### src/rtl/regfile_mp_sb.sv
// Multi-read-port register file with byte-enabled writes, write-first bypass,
// and a per-register pending scoreboard used by decode for RAW stall detection.
`timescale 1ns/1ps
module regfile_mp_sb #(
    parameter int  DATA_W   = 32,
    parameter int  ADDR_W   = 5,
    parameter int  NUM_RD   = 2,
    parameter int  ZERO_REG = 1,
    localparam int BE_W     = DATA_W / 8,
    localparam int DEPTH    = 2 ** ADDR_W
) (
    input  logic                     clk,
    input  logic                     rst,
    input  logic [NUM_RD*ADDR_W-1:0] rd_addr,
    output logic [NUM_RD*DATA_W-1:0] rd_data,
    output logic [NUM_RD-1:0]        rd_pend,
    input  logic                     wr_en,
    input  logic [ADDR_W-1:0]        wr_addr,
    input  logic [DATA_W-1:0]        wr_data,
    input  logic [BE_W-1:0]          wr_be,
    input  logic                     mark_en,
    input  logic [ADDR_W-1:0]        mark_addr,
    input  logic                     flush,
    output logic [ADDR_W:0]          pend_cnt
);

    localparam logic [ADDR_W:0] CNT_ONE = {{ADDR_W{1'b0}}, 1'b1};

    logic [DATA_W-1:0] regs [DEPTH];
    logic [DEPTH-1:0]  pend;
    logic [DEPTH-1:0]  pend_next;
    logic [ADDR_W:0]   cnt_next;
    logic              wr_ok;
    logic              mark_ok;

    assign wr_ok   = wr_en   && !((ZERO_REG != 0) && (wr_addr == '0));
    assign mark_ok = mark_en && !((ZERO_REG != 0) && (mark_addr == '0));

    always_ff @(posedge clk or posedge rst) begin
        if (rst) begin
            for (int i = 0; i < DEPTH; i++) begin
                regs[i] <= '0;
            end
        end else if (wr_ok) begin
            for (int b = 0; b < BE_W; b++) begin
                if (wr_be[b]) begin
                    regs[wr_addr][8*b +: 8] <= wr_data[8*b +: 8];
                end
            end
        end
    end

    // Each port merges the in-flight writeback so decode sees the value and
    // the hazard resolved in the same cycle the writeback happens.
    for (genvar k = 0; k < NUM_RD; k++) begin : g_rd
        logic [ADDR_W-1:0] addr;
        logic [DATA_W-1:0] word;
        logic              hit;

        assign addr = rd_addr[k*ADDR_W +: ADDR_W];
        assign hit  = wr_en && (wr_addr == addr);

        always_comb begin
            word = regs[addr];
            if (hit) begin
                for (int b = 0; b < BE_W; b++) begin
                    if (wr_be[b]) begin
                        word[8*b +: 8] = wr_data[8*b +: 8];
                    end
                end
            end
            if ((ZERO_REG != 0) && (addr == '0)) begin
                word = '0;
            end
        end

        assign rd_data[k*DATA_W +: DATA_W] = word;
        assign rd_pend[k] = pend[addr] && !hit;
    end

    // Flush first, then writeback clears, then mark sets: a new producer
    // always wins over a retiring one on the same register.
    always_comb begin
        pend_next = flush ? '0 : pend;
        if (wr_en) begin
            pend_next[wr_addr] = 1'b0;
        end
        if (mark_ok) begin
            pend_next[mark_addr] = 1'b1;
        end
    end

    always_comb begin
        cnt_next = pend_cnt;
        if (flush) begin
            cnt_next = mark_ok ? CNT_ONE : '0;
        end else begin
            if (mark_ok && !pend[mark_addr]) begin
                cnt_next = cnt_next + CNT_ONE;
            end
            if (wr_en && pend[wr_addr] && !(mark_ok && (mark_addr == wr_addr))) begin
                cnt_next = cnt_next - CNT_ONE;
            end
        end
    end

    always_ff @(posedge clk or posedge rst) begin
        if (rst) begin
            pend     <= '0;
            pend_cnt <= '0;
        end else begin
            pend     <= pend_next;
            pend_cnt <= cnt_next;
        end
    end

endmodule

### config.mk
export PLATFORM = sky130hd
export DESIGN_NAME = regfile_mp_sb
export DESIGN_NICKNAME = d
export VERILOG_FILES = /design/src/rtl/regfile_mp_sb.sv
export SDC_FILE = /design/constraint.sdc
export NUM_CORES = 2
export LEC_CHECK = 0
export CAP_MARGIN = 30
export CELL_PAD_IN_SITES_DETAIL_PLACEMENT = 0
export CELL_PAD_IN_SITES_GLOBAL_PLACEMENT = 1
export CORE_MARGIN = 2
export CORE_UTILIZATION = 54
export CTS_CLUSTER_DIAMETER = 200
export DETAILED_ROUTE_END_ITERATION = 10
export HOLD_SLACK_MARGIN = 0.06
export PLACE_DENSITY_LB_ADDON = 0.12
export SLEW_MARGIN = 20
export SYNTH_ARGS = -nofsm -noshare
export SYNTH_HDL_FRONTEND = slang
export SYNTH_SLANG_ARGS = --single-unit
### constraint.sdc
create_clock -name clk -period 110 [get_ports clk]
set_input_delay 16.5 -clock clk [delete_from_list [all_inputs] [get_ports clk]]
set_output_delay 16.5 -clock clk [all_outputs]
set_load 0.005 [all_outputs]
=== Word level (Yosys, flattened, before mapping) ===
Index checks and enable logic that the tools add are counted.

* Register bits: 1062
* Latch bits: 0
* RAM bits: 0
* ROM bits: 0
* Bits of input ports: 61
* Output and inout port bits: 72
* Logic and storage cells: 135
* Memories: 0

* Add/subtract/negate cells: 2
* Multipliers: 0
* Div/mod/pow operators: 0
* Magnitude comparators: 10
* Eq/ne operators: 3
* Shift operators: 0
* Mux-type cells: 57
* Bitwise gates (word level): 6
* Reductions and logical operators: 23

{| class="wikitable"
|+ Operators by type and width
! cell !! count
|-
| 1024-bit two-way mux || 7
|-
| 1024-bit bitwise mux || 4
|-
| 32-bit demux with 5-bit select || 4
|-
| 32-bit two-way mux || 12
|-
| 32-bit binary-select mux with 5-bit select || 2
|-
| 8-bit two-way mux || 9
|-
| 32-bit bitwise AND || 1
|-
| 32-bit NOT || 1
|-
| 32-bit bitwise OR || 1
|-
| 5-bit by 6-bit < comparator with 1-bit output, second input constant || 4
|-
| 24-bit two-way mux || 1
|-
| 6-bit two-way mux || 4
|-
| 1-bit binary-select mux with 5-bit select || 4
|-
| 5-bit zero test || 4
|-
| 6-bit >= comparator, second input constant || 3
|-
| 5-bit NOT with 6-bit output || 3
|-
| 16-bit two-way mux || 1
|-
| 5-bit == test || 3
|-
| 1-bit logical AND || 13
|-
| 1-bit demux with 5-bit select || 2
|-
| 5-bit by 1-bit >= comparator with 1-bit output, second input constant || 2
|-
| 1-bit two-way mux || 7
|-
| 6-bit by 1-bit adder with 6-bit output, second input constant || 1
|-
| 1-bit zero test || 6
|-
| 2 further kinds || 2
|}

=== Longest topological paths before layout ===
* Depth in word-level cells: 16
* Depth in mapped cells: 12
* Depth with buffers taken out: 10

=== Worst setup path after synthesis ===
Ideal clock, no wire load.

* Path kind: input -> output
* Start point: input port rd_addr[5]
* End point: output port rd_pend[1]
* Arrival: 18.752 ns
* Slack: 74.748 ns
* Stages on the path: 7
* Buffers on the path: 3
* Cells stage by stage: clkbuf_1 > clkbuf_1 > clkbuf_1 > mux4_2 > mux4_2 > mux2i_1 > nor2_1

* Cells in the longest elaborated chain, start to end: 4
* Elaborated cells on any way between the ends: 6
* Those cells by class: eq/ne: 1; mux: 2; reduce/logical: 3

{| class="wikitable"
|+ Ends and longest elaborated chain
! what !! RTL line !! text
|-
| from (decl) || 14 || <nowiki>input logic [NUM_RD*ADDR_W-1:0] rd_addr,</nowiki>
|-
| branches (longest 3 deep; another with 1-bit binary-select mux with 5-bit select) || -- ||
|-
| 1-bit logical AND * || 78 || <nowiki>assign rd_pend[k] = pend[addr] && !hit;</nowiki>
|-
| to (decl) || 16 || <nowiki>output logic [NUM_RD-1:0] rd_pend,</nowiki>
|}

Mark *: on every way between the ends. The select of a mux whose other input is x is not followed.

=== Final worst setup path ===
* Start point: input port rd_addr[0]
* End point: output port rd_data[18]

* Cells in the longest elaborated chain, start to end: 7
* Elaborated cells on any way between the ends: 10
* Those cells by class: eq/ne: 1; mux: 6; bitwise: 1; reduce/logical: 2

{| class="wikitable"
|+ Ends and longest elaborated chain
! what !! RTL line !! text
|-
| 5-bit NOT with 6-bit output (implied by the code) || 64 || <nowiki>word = regs[addr];</nowiki>
|-
| 32-bit binary-select mux with 5-bit select || 64 ||
|-
| 32-bit two-way mux (implied by the code) (2 in a row) || 64 ||
|-
| 8-bit two-way mux || 67 || <nowiki>if (wr_be[b]) begin</nowiki>
|-
| 32-bit two-way mux || 65 || <nowiki>if (hit) begin</nowiki>
|-
| 32-bit two-way mux * || 72 || <nowiki>if ((ZERO_REG != 0) && (addr == '0)) begin</nowiki>
|-
| to (decl) || 15 || <nowiki>output logic [NUM_RD*DATA_W-1:0] rd_data,</nowiki>
|}

Mark *: on every way between the ends. The rest lies on a longest branch, timed or not. The select of a mux whose other input is x is not followed.

==> impl_results.md <==
- Status: finished clean
- Flop-to-flop setup slack: 107090 ps
- Worst-case reg-to-reg path depth: 10
- Synth Area in Simple Gates: under 10%
- Filler cell count: slightly below 8000
- Layout cell share with drive strength beyond 1: 54.27%
- Effective utilization at floorplan: 54.23%
- Logic pwr share: 18.2%
- Crit-path cells: buf_8, buf_4, buf_4, buf_16, buf_4, buf_4, buf_12, mux4_2, mux4_2, mux2i_1, a211oi_1, clkdlybuf4s50_1
- Total GRT Usage: 31.96%
- Largest area contributor in the synthesized netlist: dfrtp_1
- Highest cell delay on the worst timing path: approximately 740 ps
- RePlAce Congestion: 0.8763
- Reg clk slew, reported paths: 60 ps
- Dpl hpwl: 112.5 mm
- Register area: 0.02658 mm²
- Die X: around 330 µm
- Setup Buffers After CTS: 0
- Crit path launch: rd_addr[0]
- Area Overhead vs Synth: 13.23%
- Clock Root Buffer: clkbuf_16
- Detailed Route Iter0 Violations: 3385
- Distinct cells, synth: 50
- Clock share of power: between 30% and 40%
- Placed cell area: 0.06116 mm²
- Capture point of the worst reg-to-reg path: pend_cnt[4]$_DFF_PP0_
- Top cells by area, synth: dfrtp_1, mux4_2, mux2_2, clkbuf_1, mux2i_1
- Core Region: ~0.11 mm²
- Post-layout min period: around 40000 ps
- Pint: 795.3 µW
- Die area: 0.1097 mm²
- Register area share after synthesis: 45.97%
- H-tree level count: 3
- R2r startpoint: pend[5]$_DFF_PP0_
- Multi-input logic area: 0.02998 mm²
- NetSw: 281.0 µW
- Crit Path Max Fanout: between 60 and 70
- Cell Rows: 120
- PortBufs: 132
- Post-CTS sizing: 0
- Period utilization: approximately 35%
- Crit path launch type: primary input
- Die span in y: 331.2 µm
- Hold buffers post-CTS: 0
- Peak VDD IR: 0.00001373 V
- First-pass GRT wire length: 260.0 mm
- Antenna cells: 0
- Endpoints failing hold: 0
- TritonCTS clock tree: done
- Clk sinks: 1062
- DR vias: ~36000
- Final slew viol count: 0
- Mux contribution to synthesized area: 46.83%
- Wire length per cell: 32.97 µm
- Compound-gate portion of the synthesized area: ~1.5%
- Largest net degree at the start of global routing: 118
- Hold Startpoint: regs[1013]$_DFFE_PP0P_
- F_max: about 26 MHz
- Synth Area in Adders: less than 1%
- Crit path capture type: output port
- Max Buffers Root-to-Sink: 3
- Most used cell, CP: buf_4
- Setup tns final: 0 ps
- Worst Path Required: 93500 ps
- Flop pwr share: between 40% and 50%
- Vias in the first global route: 38630
- GRT overflow: 0
- WP data arrival: between 20000 and 25000 ps
- Syn avg cell area: 15.68 µm²
- IO Pins: 133
- Initial antenna violation count: 5
- Layout Nets: around 3800
- Post-route design area: ~0.065 mm²
- Synth top area share: 45.97%
- Switch share: 26.11%
- Worst Skew: about 15 ps
- Xor-xnor portion of the synthesized cell area: 0.3787%
- Power density cells: 16.44 mW/mm²
- CP Class: in2out
- FF+latch count, synth: 1062
- Final setup viols: 0
- TritonRoute pass-1 iters: 8
- Vias per inst: 6.914
- Syn. warnings: 0
- WHS: 395.9 ps
- Worst Setup EP: rd_data[18]
- Remaining antenna violation count after routing: 0
- Max-Cap Viols: 0
- Clk_lat worst skew: 700 ps
- CTS buffer count: 115
- Cells after Synth: 3688
- Worst hold-check path type: reg2reg
- Largest family of logic cells by synthesized area: multiplexers
- DRC Markers: 0
- Final core utilization: 61.41%
- Worst slew margin relative to its limit: 29.18%
- Slowest cell on crit path: buf_4
- RSZ-0062 raised after global routing: false
- Worst Max-Slew Pin Slew: between 1000 and 1500 ps
- Synthesized Nets: ~3800
- Routed wire length: 173.6 mm
- LEAKAGE: 0.02828 µW
- Mapped Area: 0.05781 mm²
Yosys cell counts, drive strengths merged:
cell type,n
dfrtp,1062
mux2,994
mux4,665
clkbuf,260
nor2,212
buf,90
mux2i,90
a211oi,64
nand2,56
nand3,52
a32o,17
xor2,16
o21ai,10
xnor2,9
and2,7
nor2b,7
nor3,7
nor4,7
nand2b,6
and3,5
a31o,4
inv,4
o31ai,4
or3,4
or4,4
a21oi,3
nand3b,3
nor3b,3
o22ai,3
or2,3
ha,2
nand4,2
o221ai,2
a21boi,1
a221oi,1
a31oi,1
nor4b,1
o2111ai,1
o211ai,1
o21a,1
o221a,1
o311a,1
o32ai,1
or4b,1
cell usage in the layout, fill, tap and decap left out, types with 30 or more instances in the layout:
cell / synthesis / routed
dfrtp_1: 1062 / 1062
mux2_2: 993 / 993
mux4_2: 665 / 665
nor2_1: 212 / 180
buf_4: 0 / 127
clkbuf_16: 0 / 116
clkdlybuf4s50_1: 0 / 113
mux2i_1: 90 / 90
a211oi_1: 64 / 64
nand2_1: 56 / 56
nand3_1: 51 / 51
clkbuf_8: 0 / 32
nor2_2: 0 / 30
worst min-delay path by stage:
stage,end,slack [ps],cells past startpoint
2_1_floorplan,regs[1000]$_DFFE_PP0P_,440,1
3_3_place_gp,regs[1016]$_DFFE_PP0P_,380,0
3_5_place_dp,regs[1017]$_DFFE_PP0P_,380,0
4_1_cts,regs[1005]$_DFFE_PP0P_,400,0
5_1_grt,regs[1011]$_DFFE_PP0P_,410,0
6_report,regs[1013]$_DFFE_PP0P_,400,0
per-layer routing:
| layer | track usage, % | up-vias | wire (µm) |
|---|---|---|---|
| met2 | 51.11 | 1680 | 83980 |
| met5 | 0.3908 | - | 113 |
| met3 | 6.969 | 393 | 13920 |
| met1 | 43.85 | 19780 | 69250 |
| li1 | - | 14560 | - |
| met4 | 10.83 | 10 | 6365 |
registers in the layout, indices dropped and copies added, names as in the netlist:
| register | cells |
|---|---|
| pend | 32 |
| pend_cnt | 6 |
| regs | 1024 |
per-stage QoR:
stage / cells / total power, µW / setup slack (ps)
6_report: 5267 / 1076 / 71030
5_1_grt: 5267 / 1117 / 70510
4_1_cts: 5248 / 1081 / 70410
3_5_place_dp: 5035 / 677.0 / 70440
3_3_place_gp: 4980 / 662.2 / 70470
2_1_floorplan: 3688 / 612.1 / 63610
power groups by stage:
stage / Clock, µW / Combinational (µW) / Sequential, µW
detailed placement: 0 / 194 / 483
global placement: 0 / 186 / 476
CTS: 410 / 195 / 476
finish: 403 / 196 / 477
floorplan: 0 / 141 / 471
global route: 427 / 207 / 483
kinds of logic after synthesis:
group	Yosys count
AO/OA/AOI/OAI	116
adder cells (fa/ha/maj)	2
multiplexers	1749
AND/OR/NAND/NOR	380
buffers and inverters	354
XOR/XNOR	25
flip-flops	1062
final cells by class:
type / instances / share of cell area [%]
multi-input cells: 2272 / 45.79
flip-flops and latches: 1062 / 40.60
clock buffers: 170 / 5.233
repair buffers: 313 / 4.847
well taps: 1403 / 2.682
clock inverters: 43 / 0.8161
inverters: 4 / 0.03440
worst max-delay path, delay by kind of cell:
kind,cells,cell delay [ps]
buf+inv,8,4100
compound gates,1,160
mux,3,1500
Note: power is estimated with default switching activity, not from simulation.
